$ cat src/rtl/seg7_pkg.sv
// Shared definitions for the multiplexed 7-segment display controller.
//   SEG_A..SEG_G : bit positions of each segment on the {g,f,e,d,c,b,a} bus
//   SEG_OFF      : all segments dark
//   scan_state_t : scan FSM states
package seg7_pkg;

    localparam int SEG_A = 0;
    localparam int SEG_B = 1;
    localparam int SEG_C = 2;
    localparam int SEG_D = 3;
    localparam int SEG_E = 4;
    localparam int SEG_F = 5;
    localparam int SEG_G = 6;

    localparam logic [6:0] SEG_OFF = 7'h00;

    typedef enum logic {
        ON  = 1'b0,
        GAP = 1'b1
    } scan_state_t;

endpackage

$ cat src/rtl/hex2seg7.sv
// Hex nibble to 7-segment decoder (combinational).
//   nibble_i : hex value 0..F
//   seg_o    : {g,f,e,d,c,b,a}, active-high
module hex2seg7
    import seg7_pkg::*;
(
    input  logic [3:0] nibble_i,
    output logic [6:0] seg_o
);

    always_comb begin
        seg_o = SEG_OFF;
        unique case (nibble_i)
            4'h0: seg_o = 7'h3F;
            4'h1: seg_o = 7'h06;
            4'h2: seg_o = 7'h5B;
            4'h3: seg_o = 7'h4F;
            4'h4: seg_o = 7'h66;
            4'h5: seg_o = 7'h6D;
            4'h6: seg_o = 7'h7D;
            4'h7: seg_o = 7'h07;
            4'h8: seg_o = 7'h7F;
            4'h9: seg_o = 7'h6F;
            4'hA: seg_o = 7'h77;
            4'hB: seg_o = 7'h7C;
            4'hC: seg_o = 7'h39;
            4'hD: seg_o = 7'h5E;
            4'hE: seg_o = 7'h79;
            4'hF: seg_o = 7'h71;
            default: seg_o = SEG_OFF;
        endcase
    end

endmodule

$ cat src/rtl/seg7_scan_controller.sv
// Time-multiplexed N-digit common-cathode 7-segment controller.
//   clk, rst_n     : system clock, async active-low reset
//   wr_en/addr/... : per-digit register file write port (nibble + dp)
//   blank          : force outputs dark, scan keeps running
//   lz_suppress    : blank leading zero digits (digit 0 never blanked)
//   segments, dp   : shared segment bus, registered
//   digit_en       : one-hot digit enable, registered with the bus
//   frame_start    : pulse when digit 0 becomes enabled
//
// state | meaning
// ON    | digit idx enabled for DWELL_CYCLES clocks
// GAP   | all digits off for GAP_CYCLES clocks (unused when GAP_CYCLES = 0)
module seg7_scan_controller
    import seg7_pkg::*;
#(
    parameter  int NUM_DIGITS   = 4,
    parameter  int DWELL_CYCLES = 4,
    parameter  int GAP_CYCLES   = 1,
    localparam int AW           = $clog2(NUM_DIGITS)
) (
    input  logic                  clk,
    input  logic                  rst_n,
    input  logic                  wr_en,
    input  logic [AW-1:0]         wr_addr,
    input  logic [3:0]            wr_data,
    input  logic                  wr_dp,
    input  logic                  blank,
    input  logic                  lz_suppress,
    output logic [6:0]            segments,
    output logic                  dp,
    output logic [NUM_DIGITS-1:0] digit_en,
    output logic                  frame_start
);

    localparam int MAXC = (DWELL_CYCLES > GAP_CYCLES) ? DWELL_CYCLES : GAP_CYCLES;
    localparam int CW   = $clog2(MAXC + 1);

    localparam logic [CW-1:0] DWELL_LAST = CW'(DWELL_CYCLES - 1);
    localparam logic [CW-1:0] GAP_LAST   = CW'((GAP_CYCLES > 0) ? GAP_CYCLES - 1 : 0);
    localparam logic [AW-1:0] IDX_LAST   = AW'(NUM_DIGITS - 1);

    logic [3:0]            nib_q [NUM_DIGITS];
    logic [NUM_DIGITS-1:0] dpr_q;

    scan_state_t           state_q, state_d;
    logic [AW-1:0]         idx_q, idx_d, idx_next;
    logic [CW-1:0]         cnt_q, cnt_d;

    logic [6:0]            dec_seg;
    logic [NUM_DIGITS-1:0] upper_zero;

    logic [6:0]            segments_q, segments_d;
    logic                  dp_q, dp_d;
    logic [NUM_DIGITS-1:0] digit_en_q, digit_en_d;
    logic                  frame_start_q, frame_start_d;

    // Register file; addresses beyond NUM_DIGITS-1 match no entry.
    always_ff @(posedge clk or negedge rst_n) begin
        if (!rst_n) begin
            for (int i = 0; i < NUM_DIGITS; i++) nib_q[i] <= 4'h0;
            dpr_q <= '0;
        end else if (wr_en) begin
            for (int i = 0; i < NUM_DIGITS; i++) begin
                if (wr_addr == AW'(i)) begin
                    nib_q[i] <= wr_data;
                    dpr_q[i] <= wr_dp;
                end
            end
        end
    end

    hex2seg7 u_hex2seg7 (
        .nibble_i (nib_q[idx_q]),
        .seg_o    (dec_seg)
    );

    // upper_zero[i]: digits i..NUM_DIGITS-1 all hold 0.
    always_comb begin
        logic z;
        upper_zero = '0;
        z = 1'b1;
        for (int i = NUM_DIGITS - 1; i >= 0; i--) begin
            z = z & (nib_q[i] == 4'h0);
            upper_zero[i] = z;
        end
    end

    assign idx_next = (idx_q == IDX_LAST) ? '0 : idx_q + 1'b1;

    always_comb begin
        state_d = state_q;
        idx_d   = idx_q;
        cnt_d   = cnt_q + 1'b1;
        unique case (state_q)
            ON: begin
                if (cnt_q == DWELL_LAST) begin
                    cnt_d = '0;
                    if (GAP_CYCLES == 0) idx_d = idx_next;
                    else                 state_d = GAP;
                end
            end
            GAP: begin
                if (cnt_q == GAP_LAST) begin
                    cnt_d   = '0;
                    state_d = ON;
                    idx_d   = idx_next;
                end
            end
            default: begin
                state_d = ON;
                idx_d   = '0;
                cnt_d   = '0;
            end
        endcase
    end

    // Output stage samples the current scan position, so bus and enable
    // change together one edge after the FSM reaches a position.
    always_comb begin
        segments_d    = SEG_OFF;
        dp_d          = 1'b0;
        digit_en_d    = '0;
        frame_start_d = (state_q == ON) && (idx_q == '0) && (cnt_q == '0);
        if (state_q == ON && !blank) begin
            digit_en_d = NUM_DIGITS'(1) << idx_q;
            dp_d       = dpr_q[idx_q];
            if (lz_suppress && idx_q != '0 && upper_zero[idx_q])
                segments_d = SEG_OFF;
            else
                segments_d = dec_seg;
        end
    end

    always_ff @(posedge clk or negedge rst_n) begin
        if (!rst_n) begin
            state_q       <= ON;
            idx_q         <= '0;
            cnt_q         <= '0;
            segments_q    <= SEG_OFF;
            dp_q          <= 1'b0;
            digit_en_q    <= '0;
            frame_start_q <= 1'b0;
        end else begin
            state_q       <= state_d;
            idx_q         <= idx_d;
            cnt_q         <= cnt_d;
            segments_q    <= segments_d;
            dp_q          <= dp_d;
            digit_en_q    <= digit_en_d;
            frame_start_q <= frame_start_d;
        end
    end

    assign segments    = segments_q;
    assign dp          = dp_q;
    assign digit_en    = digit_en_q;
    assign frame_start = frame_start_q;

endmodule

$ cat config.mk
export PLATFORM = sky130hd
export DESIGN_NAME = seg7_scan_controller
export DESIGN_NICKNAME = d
export VERILOG_FILES = /design/src/rtl/seg7_pkg.sv /design/src/rtl/hex2seg7.sv /design/src/rtl/seg7_scan_controller.sv
export SDC_FILE = /design/constraint.sdc
export NUM_CORES = 1
export LEC_CHECK = 0
export ABC_AREA = 1
export CAP_MARGIN = 25
export CORE_MARGIN = 2
export CORE_UTILIZATION = 55
export DETAILED_ROUTE_END_ITERATION = 10
export PLACE_DENSITY = 0.9
export SYNTH_ARGS = -nofsm -noshare
export SYNTH_HDL_FRONTEND = slang
export SYNTH_SLANG_ARGS = --single-unit
$ cat constraint.sdc
create_clock -name clk -period 2.1 [get_ports clk]
set_clock_uncertainty 0.05 [all_clocks]
set_input_delay 0.315 -clock clk [delete_from_list [all_inputs] [get_ports clk]]
set_output_delay 0.315 -clock clk [all_outputs]
set_load 0.1 [all_outputs]
==> reports/results.ini <==
[clock_network]
cts_max_level = 2
cts_setup_buffers = 0
clkTransAtPathRegs_ps = 80
cts.sinks = 39
clockBufferDepth = 2
cts_buffers = 5
cts_root_buf = clkbuf_8
clk_latency_ps = 300
cts_resized = 0
tritoncts = built
hold_buffers = 0

[route]
via_count = 1612
wl_met3_um = 156
wl_met1_mm = 1.73
drtIter0Drc = 71
viasPerCell = 4.91
wl_per_cell_um = 11.6
drtPass1Iterations = 4
top_layer_used = met4
drc = 0
ant_nets = 0
drt_wl_total_mm = 3.79
met2_length_mm = 1.84

[cells_and_area]
drive_gt1_share_pct = 15.4
nets = 305
area_delta_synth_final_pct = 15.8
postLayoutCellArea_um2 = 2380
antenna_cells_inserted = 0

[power]
power_frac_seq_pct = 45.9
clockPowerShare_pct = 25.6
peakVddDrop_mv = 0.472
p_per_area_nw_per_um2 = 817
p_leak_uw = 0.00121
combinationalPowerShare_pct = 28.5
internal_power_uw = 1220
p_sw_share_pct = 37.2
switchingPower_uw = 725

[job]
maxCapViolCount = 0

[placement]
hpwl_mm = 2.86
postPlaceCellArea_um2 = 2300
gp_congestion = 0.917
port_buffers = 24

[sta]
tightest_slew_ps = 818
slew_headroom_pct = 45.4
clock.fmax_mhz = 569
fin_crit_sh_pct = 83.6
tns_ps = 0
slew_violations = 0
finalCriticalPeriod_ps = 1760
rsz0062_at_grt = false
hold_violations = 0
setup_viol = 0

[worst_hold_path]
hold_class = in2async

[grt]
grt_usage_pct = 21.2
grt_pass1_vias = 1513
grt_max_degree = 40
grt_antenna_before_repair = 0
gr-total-overflow = 0
grt_pass1_wl_mm = 6.71

[yosys]
yosys_register_bits = 39
ys_seq_area_share_pct = 47.4
syn_inst = 250
synth_fp_nets = 276
synth.cell_area_um2 = 2060
yosysWarnings = 0
synth_cell_types = 24
syn_area_per_cell_um2 = 8.23

[setup_path]
cp_data_arrival_time_ps = 1930
timing.reg2reg.setup_slack_ps = 340
end_kind = register
cp.required_ps = 2270
crit_fanout = 10
path_class = reg2reg
cp-start-kind = register

[floorplanning]
rows = 22
initial_core_util_pct = 56.6
fp.dieH_um = 65.2
die_w_um = 65.2
core_um2 = 3630
die-area_um2 = 4250
io_pins = 25

[run_status]
run_status = completed

-- per-layer routing --
metal  vias up  GRT usage [%]
li1        849              -
met1       720           26.8
met2        37           34.6
met3         6           6.16
met4         0           8.07
met5         -              0
-- power by group through the flow --
stage	sequential [uW]	combinational (uW)	clock [uW]
final	894	555	497
after global routing	905	609	543
after CTS	893	558	505
after detailed placement	908	557	0
after global placement	903	550	0
after floorplan	1090	230	0
-- cell families after synthesis --
logic type | count (synthesis) | share of synthesized area, %
and+or+nand+nor | 133 | 28.5
DFF | 39 | 47.4
AOI/OAI and AO/OA | 32 | 8.45
adders and majority gates | 14 | 8.51
buffers and inverters | 32 | 7.11
-- registers in the layout, indices dropped and copies added (netlist names) --
signal / cells
segments: 7
state_q: 1
dp: 1
dpr_q: 4
digit_en: 4
cnt_q: 3
idx_q: 2
frame_start: 1
nib_q: 16
-- path summary, 6_finish.rpt --
check	depth (start not counted)	end	from
min in group clk	1	frame_start$_DFF_PN0_	state_q$_DFF_PN0_
setup reg to reg	10	segments[0]$_DFF_PN0_	idx_q[1]$_DFFE_PN0P_
max in group asynchronous	1	nib_q[13]$_DFFE_PN0P_	rst_n
hold reg to reg	1	frame_start$_DFF_PN0_	state_q$_DFF_PN0_
setup / recovery	10	segments[0]$_DFF_PN0_	idx_q[1]$_DFFE_PN0P_
hold / removal	1	cnt_q[0]$_DFF_PN0_	rst_n
-- cell usage after synthesis --
library cell  instances  area (um2)
inv_1                24        90.1
nand2_1              60         225
or2_1                 1        6.26
o21ai_1               1        5.00
nand2_2               7        43.8
nand3_1              22         110
nand3_2               3        30.0
ha_1                 14         175
o31ai_1               1        7.51
buf_6                 2        22.5
inv_2                 3        11.3
clkinv_4              1        8.76
nor2_1               35         131
nor2_2                1        6.26
nor3_1                1        5.00
o21ai_2               1        8.76
nand2_4               2        22.5
a21oi_1               2        10.0
buf_4                 1        7.51
dfrtp_1              39         976
a21oi_2               2        17.5
and2_0                1        6.26
o21ai_0              25         125
inv_4                 1        6.26
-- cell usage in the layout (no fill, tap or decap), drive strengths merged, types with 2 or more instances in the layout --
| master | synthesis | final |
|---|---|---|
| a21oi | 4 | 4 |
| buf | 3 | 15 |
| clkbuf | 0 | 6 |
| clkdlybuf4s50 | 0 | 10 |
| clkinv | 1 | 2 |
| dfrtp | 39 | 39 |
| ha | 14 | 14 |
| inv | 28 | 28 |
| nand2 | 69 | 69 |
| nand3 | 25 | 25 |
| nor2 | 36 | 36 |
| o21ai | 27 | 27 |
-- worst max-delay path, cell delays in order (launching register included) --
cell and delay (ps):
dfrtp_1 510, inv_4 160, nand3_1 100, nand2_2 140
inv_2 60, ha_1 230, inv_1 70, nand3_1 90
nand3_1 100, nand3_1 60, nor2_1 110
-- metrics by stage --
stage | std cells | util, % | power, uW | hold WS (ps) | worst slack, ps
2_1_floorplan | 250 | - | 1320 | -30.6 | 481
3_3_place_gp | 320 | 63.3 | 1450 | 397 | 430
3_5_place_dp | 320 | 63.3 | 1460 | 403 | 349
4_1_cts | 328 | 65.6 | 1960 | 84.6 | 339
5_1_grt | 328 | 65.6 | 2060 | 127 | 166
6_report | 328 | 65.6 | 1950 | 53.5 | 343
-- final cells by class --
type	count	area, um2
timing repair buffer	25	210
multi-input combinational	179	936
inverter	29	116
sequential	39	976
fill	328	1250
tap	48	60.1
clock inverter	2	12.5
clock buffer	6	72.6
(Power assumes the default switching activity.)
